## config.mk

```make
export PLATFORM = sky130hd
export DESIGN_NAME = matrix_vector_fetch_sequencer
export DESIGN_NICKNAME = d
export VERILOG_FILES = /design/src/rtl/matrix_vector_fetch_sequencer.sv
export SDC_FILE = /design/constraint.sdc
export NUM_CORES = 1
export LEC_CHECK = 0
export CAP_MARGIN = 40
export CORE_ASPECT_RATIO = 1.2
export CORE_UTILIZATION = 46
export DETAILED_ROUTE_END_ITERATION = 6
export PLACE_DENSITY_LB_ADDON = 0.2
export SLEW_MARGIN = 10
export SYNTH_ARGS = -nofsm -noshare
export SYNTH_HDL_FRONTEND = slang
export SYNTH_SLANG_ARGS = --single-unit
```

## constraint.sdc

```tcl
create_clock -name clk -period 3.2 [get_ports clk]
set_input_delay 0.48 -clock clk [delete_from_list [all_inputs] [get_ports clk]]
set_output_delay 0.48 -clock clk [all_outputs]
set_load 0.05 [all_outputs]
```

## src/rtl/matrix_vector_fetch_sequencer.sv

```systemverilog
// rtl/matrix_vector_fetch_sequencer.sv - vector + matrix-row read sequencer feeding the MAC array
//
// Purpose: on a command, reads one vector entry on memory port A, then fetches
// row_count matrix rows (16 x 2b elements each) on port B, packs each row into
// one word and streams it out with valid/ready. Never writes memory.
//
// Ports:
//   clk, rst_n                      clock, synchronous active-low reset
//   cmd_valid/cmd_ready             command handshake (ready only while idle)
//   cmd_unit_id, cmd_vec_idx        vector location {unit_id, vec_idx}
//   cmd_row_base, cmd_row_count     first matrix row (wraps mod 16), rows to fetch 0..16
//   mem_addr_a/mem_we_a/mem_data_a  memory port A (vector), 1-cycle registered read
//   mem_addr_b/mem_we_b/mem_data_b  memory port B (matrix element), 1-cycle registered read
//   mem_err                         [1] port A error, [0] port B error, aligned with read data
//   vec_data                        captured vector, stable until the next accepted command
//   row_valid/row_ready             row stream handshake
//   row_data, row_idx, row_last     packed row (element c at [2c+1:2c]), its row index, final-row flag
//   done, err                       one-cycle end-of-command pulse, err=1 when aborted on a memory error

module matrix_vector_fetch_sequencer #(
    parameter int VECTOR_WIDTH = 32,
    parameter int MAT_DIM      = 16,
    parameter int ELEM_W       = 2
) (
    input  logic                      clk,
    input  logic                      rst_n,
    input  logic                      cmd_valid,
    output logic                      cmd_ready,
    input  logic [1:0]                cmd_unit_id,
    input  logic [3:0]                cmd_vec_idx,
    input  logic [3:0]                cmd_row_base,
    input  logic [4:0]                cmd_row_count,
    output logic [5:0]                mem_addr_a,
    output logic                      mem_we_a,
    input  logic [VECTOR_WIDTH-1:0]   mem_data_a,
    output logic [7:0]                mem_addr_b,
    output logic                      mem_we_b,
    input  logic [ELEM_W-1:0]         mem_data_b,
    input  logic [1:0]                mem_err,
    output logic [VECTOR_WIDTH-1:0]   vec_data,
    output logic                      row_valid,
    input  logic                      row_ready,
    output logic [MAT_DIM*ELEM_W-1:0] row_data,
    output logic [3:0]                row_idx,
    output logic                      row_last,
    output logic                      done,
    output logic                      err
);

    typedef enum logic [2:0] {
        S_IDLE,
        S_VEC_RD,
        S_VEC_CAP,
        S_ROW_RD,
        S_ROW_CAP,
        S_ROW_OUT,
        S_FIN
    } state_t;

    state_t                    state;
    state_t                    next_state;

    logic [1:0]                unit_q;
    logic [3:0]                vec_idx_q;
    logic [3:0]                row_q;
    logic [4:0]                rows_left_q;
    logic [3:0]                col_q;
    logic [3:0]                slot;
    logic [VECTOR_WIDTH-1:0]   vec_q;
    logic [MAT_DIM*ELEM_W-1:0] row_buf;
    logic [7:0]                addr_b_q;
    logic                      err_q;
    logic                      cap_en;
    logic                      set_err;
    logic                      row_hs;

    // Element data lags its address by one cycle: while issuing col c (c>0)
    // we capture col c-1; ROW_CAP captures col 15 (col_q has wrapped to 0,
    // so col_q-1 lands on slot 15 without a special case).
    assign cap_en  = ((state == S_ROW_RD) && (col_q != 4'd0)) || (state == S_ROW_CAP);
    assign slot    = col_q - 4'd1;
    assign set_err = ((state == S_VEC_CAP) && mem_err[1]) || (cap_en && mem_err[0]);
    assign row_hs  = (state == S_ROW_OUT) && row_ready;

    always_comb begin
        next_state = state;
        case (state)
            S_IDLE:    if (cmd_valid) next_state = S_VEC_RD;
            S_VEC_RD:  next_state = S_VEC_CAP;
            S_VEC_CAP: begin
                if (mem_err[1] || (rows_left_q == 5'd0)) next_state = S_FIN;
                else                                     next_state = S_ROW_RD;
            end
            S_ROW_RD: begin
                if (cap_en && mem_err[0])  next_state = S_FIN;
                else if (col_q == 4'd15)   next_state = S_ROW_CAP;
            end
            S_ROW_CAP: begin
                if (mem_err[0]) next_state = S_FIN;
                else            next_state = S_ROW_OUT;
            end
            S_ROW_OUT: begin
                if (row_ready) begin
                    if (rows_left_q == 5'd1) next_state = S_FIN;
                    else                     next_state = S_ROW_RD;
                end
            end
            S_FIN:     next_state = S_IDLE;
            default:   next_state = S_IDLE;
        endcase
    end

    always_ff @(posedge clk) begin
        if (!rst_n) begin
            state       <= S_IDLE;
            unit_q      <= '0;
            vec_idx_q   <= '0;
            row_q       <= '0;
            rows_left_q <= '0;
            col_q       <= '0;
            vec_q       <= '0;
            row_buf     <= '0;
            addr_b_q    <= '0;
            err_q       <= 1'b0;
        end else begin
            state <= next_state;

            if ((state == S_IDLE) && cmd_valid) begin
                unit_q      <= cmd_unit_id;
                vec_idx_q   <= cmd_vec_idx;
                row_q       <= cmd_row_base;
                rows_left_q <= cmd_row_count;
                col_q       <= 4'd0;
                err_q       <= 1'b0;
            end

            if (state == S_VEC_CAP) vec_q <= mem_data_a;

            if (state == S_ROW_RD) begin
                addr_b_q <= {row_q, col_q};
                col_q    <= col_q + 4'd1;
            end

            if (cap_en) row_buf[ELEM_W*slot +: ELEM_W] <= mem_data_b;

            if (row_hs) begin
                row_q       <= row_q + 4'd1;
                rows_left_q <= rows_left_q - 5'd1;
            end

            if (set_err) err_q <= 1'b1;
        end
    end

    assign cmd_ready  = (state == S_IDLE);
    assign mem_addr_a = {unit_q, vec_idx_q};
    assign mem_we_a   = 1'b0;
    // Port B address only moves while issuing; otherwise it holds the last issued one.
    assign mem_addr_b = (state == S_ROW_RD) ? {row_q, col_q} : addr_b_q;
    assign mem_we_b   = 1'b0;
    // Read data is forwarded during the capture cycle so the vector is usable
    // two cycles after acceptance; afterwards the registered copy holds it.
    assign vec_data   = (state == S_VEC_CAP) ? mem_data_a : vec_q;
    assign row_valid  = (state == S_ROW_OUT);
    assign row_data   = row_buf;
    assign row_idx    = row_q;
    assign row_last   = (state == S_ROW_OUT) && (rows_left_q == 5'd1);
    assign done       = (state == S_FIN);
    assign err        = (state == S_FIN) && err_q;

endmodule

```

==> impl_metrics.csv <==
group,metric,value,unit
sta,drv_slew,0,
routing,first_iter_violations,163,
pwr,power.static_leakage,2.43,nW
routing,vias_per_cell,5.16,
sta,achievable-frequency,0.326,GHz
layout,diodes,0,
worst_setup_path,timing.reg2reg.worst_path_depth,10,
global_routing,pin_count_of_the_biggest_net_entering_global_routing,71,
layout,nNetsFinal,677,
clock_network,cts_setup_buffers,0,
pwr,vdd_ir_drop_max,0.508,mV
sta,timing.final.crit_period,3.07,ns
sta,hold_viol,0,
routing,wire_per_inst,13.7,µm
clock_network,clockRootBuffer,"sky130_fd_sc_hd__clkbuf_8",
worst_setup_path,worst_r2r_startpoint,"col_q[1]",
clock_network,ctsHoldBuffers,0,
floorplan,fp.dieH,109,µm
synth,postSynthRegisterBits,95,
global_routing,first_global_vias,3660,
global_routing,grt_first_pass_wirelength,16600,µm
floorplan,total_number_of_placement_rows,38,
worst_setup_path,cp.arrival,2.59,ns
placed_design,place_hpwl,7480,µm
sta,final.setup_skew,0.00641,ns
pwr,totalPowerFinal,4.23,mW
routing,postRouteAntennaNets,0,
routing,route.detailed.drc,0,
routing,finalWirelength,10100,µm
clock_network,cts_num_sinks,95,
global_routing,groute.usage.overall,20.7,%
worst_setup_path,criticalPathCategory,"reg -> out",
sta,final.period_utilization,95.9,%
synth,post_synth.cell_area_avg,9.13,µm²
pwr,pwr_density_cell,703,mW/mm²
sta,rsz0062_at_grt,"false",
synth,post_synth_instance_area,0.00441,mm²
sta,finalSetupViolations,0,
worst_setup_path,cp-endpoint,"vec_data[22]",
job,drv_cap,0,
layout,layout-drive-gt1-share,15.4,%
clock_network,clock_pin_slew_on_the_worst_setup_and_hold_paths,0.09,ns
worst_hold_path,worstHoldPathType,"reg -> reg",
clock_network,cts_inserted_buffers,9,
worst_setup_path,start_kind,"flop",
floorplan,core-area,0.00918,mm²
sta,slew_at_the_pin_with_the_worst_max_slew_slack,0.600,ns
routing,vias,3795,
placed_design,io_buffer_count,141,
global_routing,antenna_violations_before_repair,0,
worst_setup_path,setup.reg_to_reg.worst_slack,0.31,ns
floorplan,initial_standard_cell_utilization_of_the_core,48.1,%
global_routing,gr-total-overflow,0,
synth,ys_types,55,
sta,slew_headroom,60.0,%
synth,syn-instance-count,483,
layout,n_fill_cell,783,
floorplan,die_area,0.00998,mm²
clock_network,cts_htree_levels,3,
worst_setup_path,critical_path_peak_fanout,17,
synth,ys_warn_count,0,
clock_network,clk_path_buf_depth,2,
worst_setup_path,reg2reg_end,"row_data[23]",
run_status,outcome,"complete, no violations",
floorplan,boundaryPins,144,
synth,sequential_cell_area_fraction_in_the_yosys_report,43.1,%
synth,synth_flop_cell,"sky130_fd_sc_hd__dfxtp_1",
floorplan,die_outline_width,91.4,µm
sta,setup_tns,0,ns
clock_network,clock_insertion_delay_worst_skew,0.35,ns
worst_setup_path,startpoint_of_the_worst_setup_timing_path,"state[2]",
worst_setup_path,endpoint_kind,"output pin",
worst_setup_path,critPathRequiredTime,2.72,ns
clock_network,cts_tree,"yes",
layout,area.growth.synth_to_final,36.6,%
placed_design,gp_congestion,0.817,
routing,detailedRoute.firstPassIterationCount,5,
synth,synth-edff-count,0,
synth,async_flop_share,0,%
## power breakdown
group / total, mW / internal (mW) / switching, mW / leakage, nW
Combinational: 1.99 / 0.738 / 1.25 / 1.55
Clock: 0.813 / 0.404 / 0.408 / 0.106
Sequential: 1.43 / 1.33 / 0.0997 / 0.770
Total: 4.23 / 2.47 / 1.76 / 2.43
## kinds of logic after synthesis
family | after synthesis | share of synthesized area, %
other cells | 1 | 0.0850
buf+inv | 37 | 3.83
fa+ha+maj | 10 | 2.84
compound gates | 59 | 9.51
mux | 62 | 15.0
simple gates | 216 | 24.9
flops | 95 | 43.1
xor+xnor | 3 | 0.766
## sequential cells by signal, summed over array words and instances (netlist names), 3 cells and up
signal / flops
row_data: 32
vec_q: 32
addr_b_q: 8
rows_left_q: 5
col_q: 4
row_idx: 4
vec_idx_q: 4
state: 3
## metal layers
metal,wire (µm),up-vias,global-route usage [%],share of wire (%)
li1,-,1885,-,-
met1,4230,1783,23.6,42
met2,5190,108,37.7,51
met3,425,19,4.46,4.2
met4,255,0,8.62,2.5
met5,0,-,0,0
## final cells by class
class	count	area, µm²	area share (%)
Multi-Input combinational cell	352	2350	39.0
Tap cell	120	150	2.49
Clock buffer	11	151	2.51
Sequential cell	95	1900	31.6
Timing Repair Buffer	147	1390	23.1
Inverter	7	26.3	0.436
Clock inverter	4	52.6	0.873
## critical path, stage by stage (launching register included)
cell and delay (ns):
sky130_fd_sc_hd__dfxtp_1 0.45, sky130_fd_sc_hd__nor2b_1 0.29, sky130_fd_sc_hd__nor2b_4 0.39, sky130_fd_sc_hd__mux2_1 0.38
sky130_fd_sc_hd__clkdlybuf4s50_1 0.72
## cells in the mapped netlist (3+ instances only)
cell type | instances | area (µm²)
sky130_fd_sc_hd__nor2_2 | 6 | 37.5
sky130_fd_sc_hd__nand2b_1 | 4 | 25.0
sky130_fd_sc_hd__nor3_1 | 5 | 25.0
sky130_fd_sc_hd__and2_1 | 47 | 294
sky130_fd_sc_hd__a21boi_0 | 13 | 97.6
sky130_fd_sc_hd__nand3_1 | 9 | 45.0
sky130_fd_sc_hd__buf_4 | 5 | 37.5
sky130_fd_sc_hd__a21oi_1 | 10 | 50.1
sky130_fd_sc_hd__nand2_1 | 103 | 387
sky130_fd_sc_hd__buf_2 | 9 | 45.0
sky130_fd_sc_hd__inv_1 | 7 | 26.3
sky130_fd_sc_hd__nor2_1 | 11 | 41.3
sky130_fd_sc_hd__ha_1 | 10 | 125
sky130_fd_sc_hd__nor2b_1 | 9 | 56.3
sky130_fd_sc_hd__mux2i_1 | 30 | 300
sky130_fd_sc_hd__clkbuf_1 | 16 | 60.1
sky130_fd_sc_hd__a221oi_1 | 3 | 26.3
sky130_fd_sc_hd__dfxtp_1 | 95 | 1900
sky130_fd_sc_hd__mux2_2 | 30 | 338
sky130_fd_sc_hd__or4b_1 | 3 | 30.0
sky130_fd_sc_hd__o21ai_0 | 12 | 60.1
## through the flow
stage	hold WS, ns	utilization (%)	cells	worst slack (ns)	instance area (µm²)
2_1_floorplan	0.458	-	484	0.454	4410
3_3_place_gp	0.446	63.3	721	0.359	5810
3_5_place_dp	0.451	63.3	721	0.325	5810
4_1_cts	0.463	65.6	736	0.111	6020
5_1_grt	0.486	65.6	736	0.00941	6020
6_report	0.458	65.6	736	0.132	6020
## what timing repair did
action / 4_1_cts / 5_1_grt
pin swaps: 0 / 0
resized for setup: 1 / 1
endpoints found under the setup margin: 9 / 3
## how the worst min path moves through the flow
stage | from | endpoint | slack [ns] | cells after the start
global route | row_data[16] | row_data[16] | 0.49 | 2
detailed placement | row_data[30] | row_data[30] | 0.45 | 2
floorplan | rows_left_q[4] | rows_left_q[4] | 0.46 | 2
global placement | row_data[5] | row_data[5] | 0.45 | 2
CTS | row_data[20] | row_data[20] | 0.46 | 2
finish | row_data[20] | row_data[20] | 0.46 | 2
## cells in the final DEF (no fill, tap or decap), types with 11 or more instances in the layout
cell type	count
sky130_fd_sc_hd__a21boi_0	13
sky130_fd_sc_hd__and2_1	47
sky130_fd_sc_hd__buf_4	31
sky130_fd_sc_hd__clkbuf_8	11
sky130_fd_sc_hd__clkdlybuf4s50_1	115
sky130_fd_sc_hd__dfxtp_1	94
sky130_fd_sc_hd__mux2_2	30
sky130_fd_sc_hd__mux2i_1	30
sky130_fd_sc_hd__nand2_1	103
sky130_fd_sc_hd__nor2_1	11
sky130_fd_sc_hd__o21ai_0	12
Power figures use the tool's default switching activity.
